$ cat src/rtl/axil_master_pkg.sv
// Shared types and constants for the AXI4-Lite single-outstanding master.
package axil_master_pkg;

    // Transaction FSM states; write and read paths share one controller.
    typedef enum logic [2:0] {
        StIdle,
        StWrite,
        StWresp,
        StRead,
        StRdata,
        StRsp
    } state_e;

    // AXI response codes.
    localparam logic [1:0] RESP_OKAY   = 2'b00;
    localparam logic [1:0] RESP_EXOKAY = 2'b01;
    localparam logic [1:0] RESP_SLVERR = 2'b10;
    localparam logic [1:0] RESP_DECERR = 2'b11;

endpackage

$ cat src/rtl/axil_master.sv
// AXI4-Lite master: turns a simple command/response handshake into one AXI
// read or write transaction at a time. The slave response code is passed
// straight back; there is no retry.
module axil_master
    import axil_master_pkg::*;
#(
    parameter int unsigned ADDR_W = 32,
    parameter int unsigned DATA_W = 64
) (
    input  logic                  M_AXI_ACLK,
    input  logic                  M_AXI_ARESET,

    input  logic                  cmd_valid,
    output logic                  cmd_ready,
    input  logic                  cmd_write,
    input  logic [ADDR_W-1:0]     cmd_addr,
    input  logic [DATA_W-1:0]     cmd_wdata,
    input  logic [DATA_W/8-1:0]   cmd_wstrb,

    output logic                  rsp_valid,
    input  logic                  rsp_ready,
    output logic                  rsp_write,
    output logic [DATA_W-1:0]     rsp_rdata,
    output logic [1:0]            rsp_resp,

    output logic                  busy,

    output logic [ADDR_W-1:0]     M_AXI_AWADDR,
    output logic                  M_AXI_AWVALID,
    input  logic                  M_AXI_AWREADY,
    output logic [DATA_W-1:0]     M_AXI_WDATA,
    output logic [DATA_W/8-1:0]   M_AXI_WSTRB,
    output logic                  M_AXI_WVALID,
    input  logic                  M_AXI_WREADY,
    input  logic [1:0]            M_AXI_BRESP,
    input  logic                  M_AXI_BVALID,
    output logic                  M_AXI_BREADY,

    output logic [ADDR_W-1:0]     M_AXI_ARADDR,
    output logic                  M_AXI_ARVALID,
    input  logic                  M_AXI_ARREADY,
    input  logic [DATA_W-1:0]     M_AXI_RDATA,
    input  logic [1:0]            M_AXI_RRESP,
    input  logic                  M_AXI_RVALID,
    output logic                  M_AXI_RREADY
);

    localparam int unsigned STRB_W = DATA_W / 8;

    state_e              state_q, state_d;
    logic [ADDR_W-1:0]   addr_q, addr_d;
    logic [DATA_W-1:0]   wdata_q, wdata_d;
    logic [STRB_W-1:0]   wstrb_q, wstrb_d;
    logic                awvalid_q, awvalid_d;
    logic                wvalid_q, wvalid_d;
    logic                rsp_write_q, rsp_write_d;
    logic [DATA_W-1:0]   rsp_rdata_q, rsp_rdata_d;
    logic [1:0]          rsp_resp_q, rsp_resp_d;

    // State and captured-payload registers with synchronous reset.
    always_ff @(posedge M_AXI_ACLK) begin
        if (M_AXI_ARESET) begin
            state_q     <= StIdle;
            addr_q      <= '0;
            wdata_q     <= '0;
            wstrb_q     <= '0;
            awvalid_q   <= 1'b0;
            wvalid_q    <= 1'b0;
            rsp_write_q <= 1'b0;
            rsp_rdata_q <= '0;
            rsp_resp_q  <= RESP_OKAY;
        end else begin
            state_q     <= state_d;
            addr_q      <= addr_d;
            wdata_q     <= wdata_d;
            wstrb_q     <= wstrb_d;
            awvalid_q   <= awvalid_d;
            wvalid_q    <= wvalid_d;
            rsp_write_q <= rsp_write_d;
            rsp_rdata_q <= rsp_rdata_d;
            rsp_resp_q  <= rsp_resp_d;
        end
    end

    // Next-state logic: command capture, channel handshakes, response capture.
    always_comb begin
        state_d     = state_q;
        addr_d      = addr_q;
        wdata_d     = wdata_q;
        wstrb_d     = wstrb_q;
        awvalid_d   = awvalid_q;
        wvalid_d    = wvalid_q;
        rsp_write_d = rsp_write_q;
        rsp_rdata_d = rsp_rdata_q;
        rsp_resp_d  = rsp_resp_q;

        unique case (state_q)
            StIdle: begin
                if (cmd_valid) begin
                    addr_d = cmd_addr;
                    if (cmd_write) begin
                        wdata_d   = cmd_wdata;
                        wstrb_d   = cmd_wstrb;
                        awvalid_d = 1'b1;
                        wvalid_d  = 1'b1;
                        state_d   = StWrite;
                    end else begin
                        state_d = StRead;
                    end
                end
            end
            StWrite: begin
                // AW and W retire independently; leave once both are done.
                awvalid_d = awvalid_q & ~M_AXI_AWREADY;
                wvalid_d  = wvalid_q & ~M_AXI_WREADY;
                if (!awvalid_d && !wvalid_d) begin
                    state_d = StWresp;
                end
            end
            StWresp: begin
                if (M_AXI_BVALID) begin
                    rsp_write_d = 1'b1;
                    rsp_rdata_d = '0;
                    rsp_resp_d  = M_AXI_BRESP;
                    state_d     = StRsp;
                end
            end
            StRead: begin
                if (M_AXI_ARREADY) begin
                    state_d = StRdata;
                end
            end
            StRdata: begin
                if (M_AXI_RVALID) begin
                    rsp_write_d = 1'b0;
                    rsp_rdata_d = M_AXI_RDATA;
                    rsp_resp_d  = M_AXI_RRESP;
                    state_d     = StRsp;
                end
            end
            StRsp: begin
                if (rsp_ready) begin
                    state_d = StIdle;
                end
            end
            default: state_d = StIdle;
        endcase
    end

    // Outputs decoded from registered state only, never from READY inputs.
    always_comb begin
        cmd_ready     = (state_q == StIdle);
        busy          = (state_q != StIdle);
        rsp_valid     = (state_q == StRsp);
        rsp_write     = rsp_write_q;
        rsp_rdata     = rsp_rdata_q;
        rsp_resp      = rsp_resp_q;
        M_AXI_AWADDR  = addr_q;
        M_AXI_AWVALID = awvalid_q;
        M_AXI_WDATA   = wdata_q;
        M_AXI_WSTRB   = wstrb_q;
        M_AXI_WVALID  = wvalid_q;
        M_AXI_BREADY  = (state_q == StWresp);
        M_AXI_ARADDR  = addr_q;
        M_AXI_ARVALID = (state_q == StRead);
        M_AXI_RREADY  = (state_q == StRdata);
    end

endmodule

$ cat config.mk
export PLATFORM = sky130hd
export DESIGN_NAME = axil_master
export DESIGN_NICKNAME = d
export VERILOG_FILES = /design/src/rtl/axil_master_pkg.sv /design/src/rtl/axil_master.sv
export SDC_FILE = /design/constraint.sdc
export NUM_CORES = 1
export LEC_CHECK = 0
export CORE_AREA = 2 2 152 154
export DETAILED_ROUTE_END_ITERATION = 10
export DIE_AREA = 0 0 154 156
export HOLD_SLACK_MARGIN = 0.05
export PLACE_DENSITY = 0.66
export SYNTH_ARGS = -nofsm -noshare
export SYNTH_HDL_FRONTEND = slang
export SYNTH_SLANG_ARGS = --single-unit
$ cat constraint.sdc
create_clock -name M_AXI_ACLK -period 3.37 [get_ports M_AXI_ACLK]
set_input_delay 0.674 -clock M_AXI_ACLK [delete_from_list [all_inputs] [get_ports M_AXI_ACLK]]
set_output_delay 0.674 -clock M_AXI_ACLK [all_outputs]
set_load 0.02 [all_outputs]
==> impl_metrics.tcl, run 1 <==
set metrics [dict create \
    synth-compound-area-share_pct 18.7 \
    period_minus_slack_ns 2.91 \
    netlist_instances 693 \
    finalMaxSlewViolations 0 \
    htreeDepth 4 \
    viasPerCell 4.52 \
    clk_pin_slew_ns 0.07 \
    area_growth_pct 72.0 \
    clock_sinks 176 \
    reg2reg_to "rsp_rdata[19]" \
    rsz0062_at_grt "false" \
    wl_mm 21.2 \
    critPathCaptureType "output port" \
    synth_cell_types 27 \
    die-area_um2 24000 \
    power_density_nw_per_um2 635 \
    synth_fa_ha_area_share_pct 0 \
    critPathArrivalTime_ns 2.24 \
    grt_pass1_wl_mm 31.7 \
    cts_resized 0 \
    ant_nets 0 \
    grt.total_usage_pct 16.7 \
    crit_end "M_AXI_RREADY" \
    yosysWarnings 0 \
    final.setup.tns_ns 0 \
    clock-root-buffer "clkbuf_16" \
    fp-row-count 55 \
    dpl.hpwl_mm 15.2 \
    vias 5986 \
    overflow 0 \
    worst_pin_slew_ns 0.835 \
    cp_max_fo 17 \
    synth_mux_area_share_pct 0.822 \
    path_cells "nor3b_1 -> buf_4 -> clkdlybuf4s50_1" \
    clock-skew-final_ns 0.0162 \
    ys_seq_area_share_pct 56.5 \
    yosysMostFrequentCell "nand2_1" \
    synth-edff-count 0 \
    yosys-top-cells-count "nand2_1, dfxtp_1, a21oi_1, a22o_1, buf_4" \
    cp.required_ns 2.70 \
    ir_worst_vdd_mv 0.366 \
    critPathSlowestCell "dfxtp_1" \
    postCtsSetupBuffers 0 \
    r2r_start "state_q[2]" \
    routedWlPerCell_um 16.0 \
    slowest_delay_ns 0.72 \
    yosys.area_share.simple_pct 16.0 \
    holdCritPathClass "reg -> reg" \
    post-route-period-util_pct 86.4 \
    gp_congestion 0.752 \
    firstDrtPassIters 4 \
    groute.layer.met3.usage_pct 6.28 \
    cts.path.max_buffers 2 \
    use_met1_pct 20.0 \
    die_x_um 154 \
    hold_buffers 0 \
    syn_avg_cell_area_um2 9.01 \
    syn_area_um2 6240 \
    nNetsFinal 1209 \
    die_h_um 156 \
    rr_worst_depth 6 \
    synth_top_area_cell "dfxtp_1" \
    cap_violations 0 \
    fmax_ghz 0.343 \
    slew_headroom_pct 44.3 \
    synth-async-reset-ratio_pct 0 \
    cts_tree "yes" \
    cp-startpoint "state_q[2]" \
    drcViolationCount 0 \
    diodes 0 \
    drt_iter0_drc 361 \
    port_buffers 392 \
    synth_xor_area_share_pct 0 \
    reg2reg_setup_slack_ns 1.24 \
    cts-buffers-inserted 17 \
    yosysTopAreaCellShare_pct 56.5 \
    hold_viol_final 0 \
    finalPower_mw 6.81 \
    synth_top_family_by_area "compound AO/OA/AOI/OAI gates" \
    clk_latency_ns 0.42 \
    synth_ff_type "dfxtp_1" \
    setup_violations 0 \
    drive_gt1_share_pct 4.62 \
    top_usage_layer "met2" \
    synth_nets 875 \
    leakage_nw 3.84 \
    core_area_um2 22400 \
    status "complete, no violations" \
    grt_pass1_vias 5697 \
    ys_top_cells_by_area "dfxtp_1, nand2_1, a22o_1" \
    startpoint_type "register" \
    met2_usage_pct 27.7 \
    hp-start "M_AXI_WDATA[7]" \
    antenna_found_initial 0 \
    initial_core_util_pct 27.9 \
    pin_count 393 \
    grt_max_degree 72 \
    synth_seq_cells 176 \
    worstSetupPathType "reg -> out" \
]
==> critical path, delay by kind of cell, from the launching register on <==
| family | cells | cell delay (ns) |
|---|---|---|
| flip-flops | 1 | 0.72 |
| AND/OR/NAND/NOR | 1 | 0.26 |
| buffers and inverters | 2 | 0.84 |
==> cell type report <==
cell class,count,area [um^2]
clock buffers,19,453
well taps,285,357
flip-flops and latches,176,3520
fillers,2116,11600
multi-input cells,429,2230
repair buffers,401,4010
inverters,2,7.51
clock inverters,13,149
==> report_power, final <==
group	internal [mW]	switching [mW]
registers	2.35	0.222
clock network	1.03	0.952
logic	1.07	1.19
==> registers in the layout, summed over array words and instances, names as in the netlist <==
signal,cells
M_AXI_WVALID,1
M_AXI_WDATA,64
rsp_write,1
rsp_rdata,64
M_AXI_ARADDR,32
M_AXI_WSTRB,8
state_q,3
rsp_resp,2
M_AXI_AWVALID,1
==> worst min path at each step <==
stage | to | cells after the start
after CTS | M_AXI_WDATA[19] | 2
after global placement | M_AXI_WDATA[35] | 2
after global routing | M_AXI_WDATA[41] | 2
after detailed placement | M_AXI_WDATA[19] | 2
after floorplan | M_AXI_WDATA[0] | 2
final | M_AXI_WDATA[7] | 2
==> cell usage in the layout, fill, tap and decap left out, types with 2 or more instances in the layout <==
master	netlist	routed
buf_4	40	8
buf_12	0	2
nor3_1	3	3
clkbuf_16	0	17
a22o_1	64	64
nor3b_1	3	3
nand2b_1	2	2
a21oi_1	107	107
clkbuf_8	0	2
clkdlybuf4s50_1	0	391
clkinvlp_4	0	2
inv_8	0	3
nor2b_1	6	6
nand2_1	216	215
o21ai_0	3	3
nor2_1	4	4
a211oi_1	3	3
nand3b_1	3	3
clkinv_4	0	3
dfxtp_1	176	176
clkinv_8	0	4
mux2i_1	4	4
inv_1	2	2
==> stage by stage <==
step	cell area (um^2)	util, %	cells	hold WS, ns	setup slack (ns)
after global placement	10100	45.3	1293	0.441	0.837
after CTS	10700	48.0	1325	0.456	0.434
after global routing	10700	48.0	1325	0.471	0.328
after floorplan	6240	-	693	0.533	1.40
final	10700	48.0	1325	0.455	0.459
after detailed placement	10100	45.3	1293	0.446	0.826
==> cells by family after synthesis <==
kind of cell           count (synthesis)
buffers and inverters                 88
AOI/OAI and AO/OA                    181
muxes                                  5
and+or+nand+nor                      243
DFF                                  176
==> metal layers <==
metal / share of wire, % / up-vias
li1: - / 2957
met1: 41 / 2744
met2: 49 / 262
met3: 8.5 / 23
met4: 1.9 / 0
met5: 0 / -
(Power assumes the default switching activity.)
==> run 2: changes to the inputs <==
--- a/config.mk
+++ b/config.mk
@@ -10,6 +10,7 @@
 export DIE_AREA = 0 0 154 156
 export HOLD_SLACK_MARGIN = 0.05
 export PLACE_DENSITY = 0.66
+export SKIP_LAST_GASP = 1
 export SYNTH_ARGS = -nofsm -noshare
 export SYNTH_HDL_FRONTEND = slang
 export SYNTH_SLANG_ARGS = --single-unit
==> results of run 2 <==
The final DEF is identical to that of run 1; final timing and power are the same.
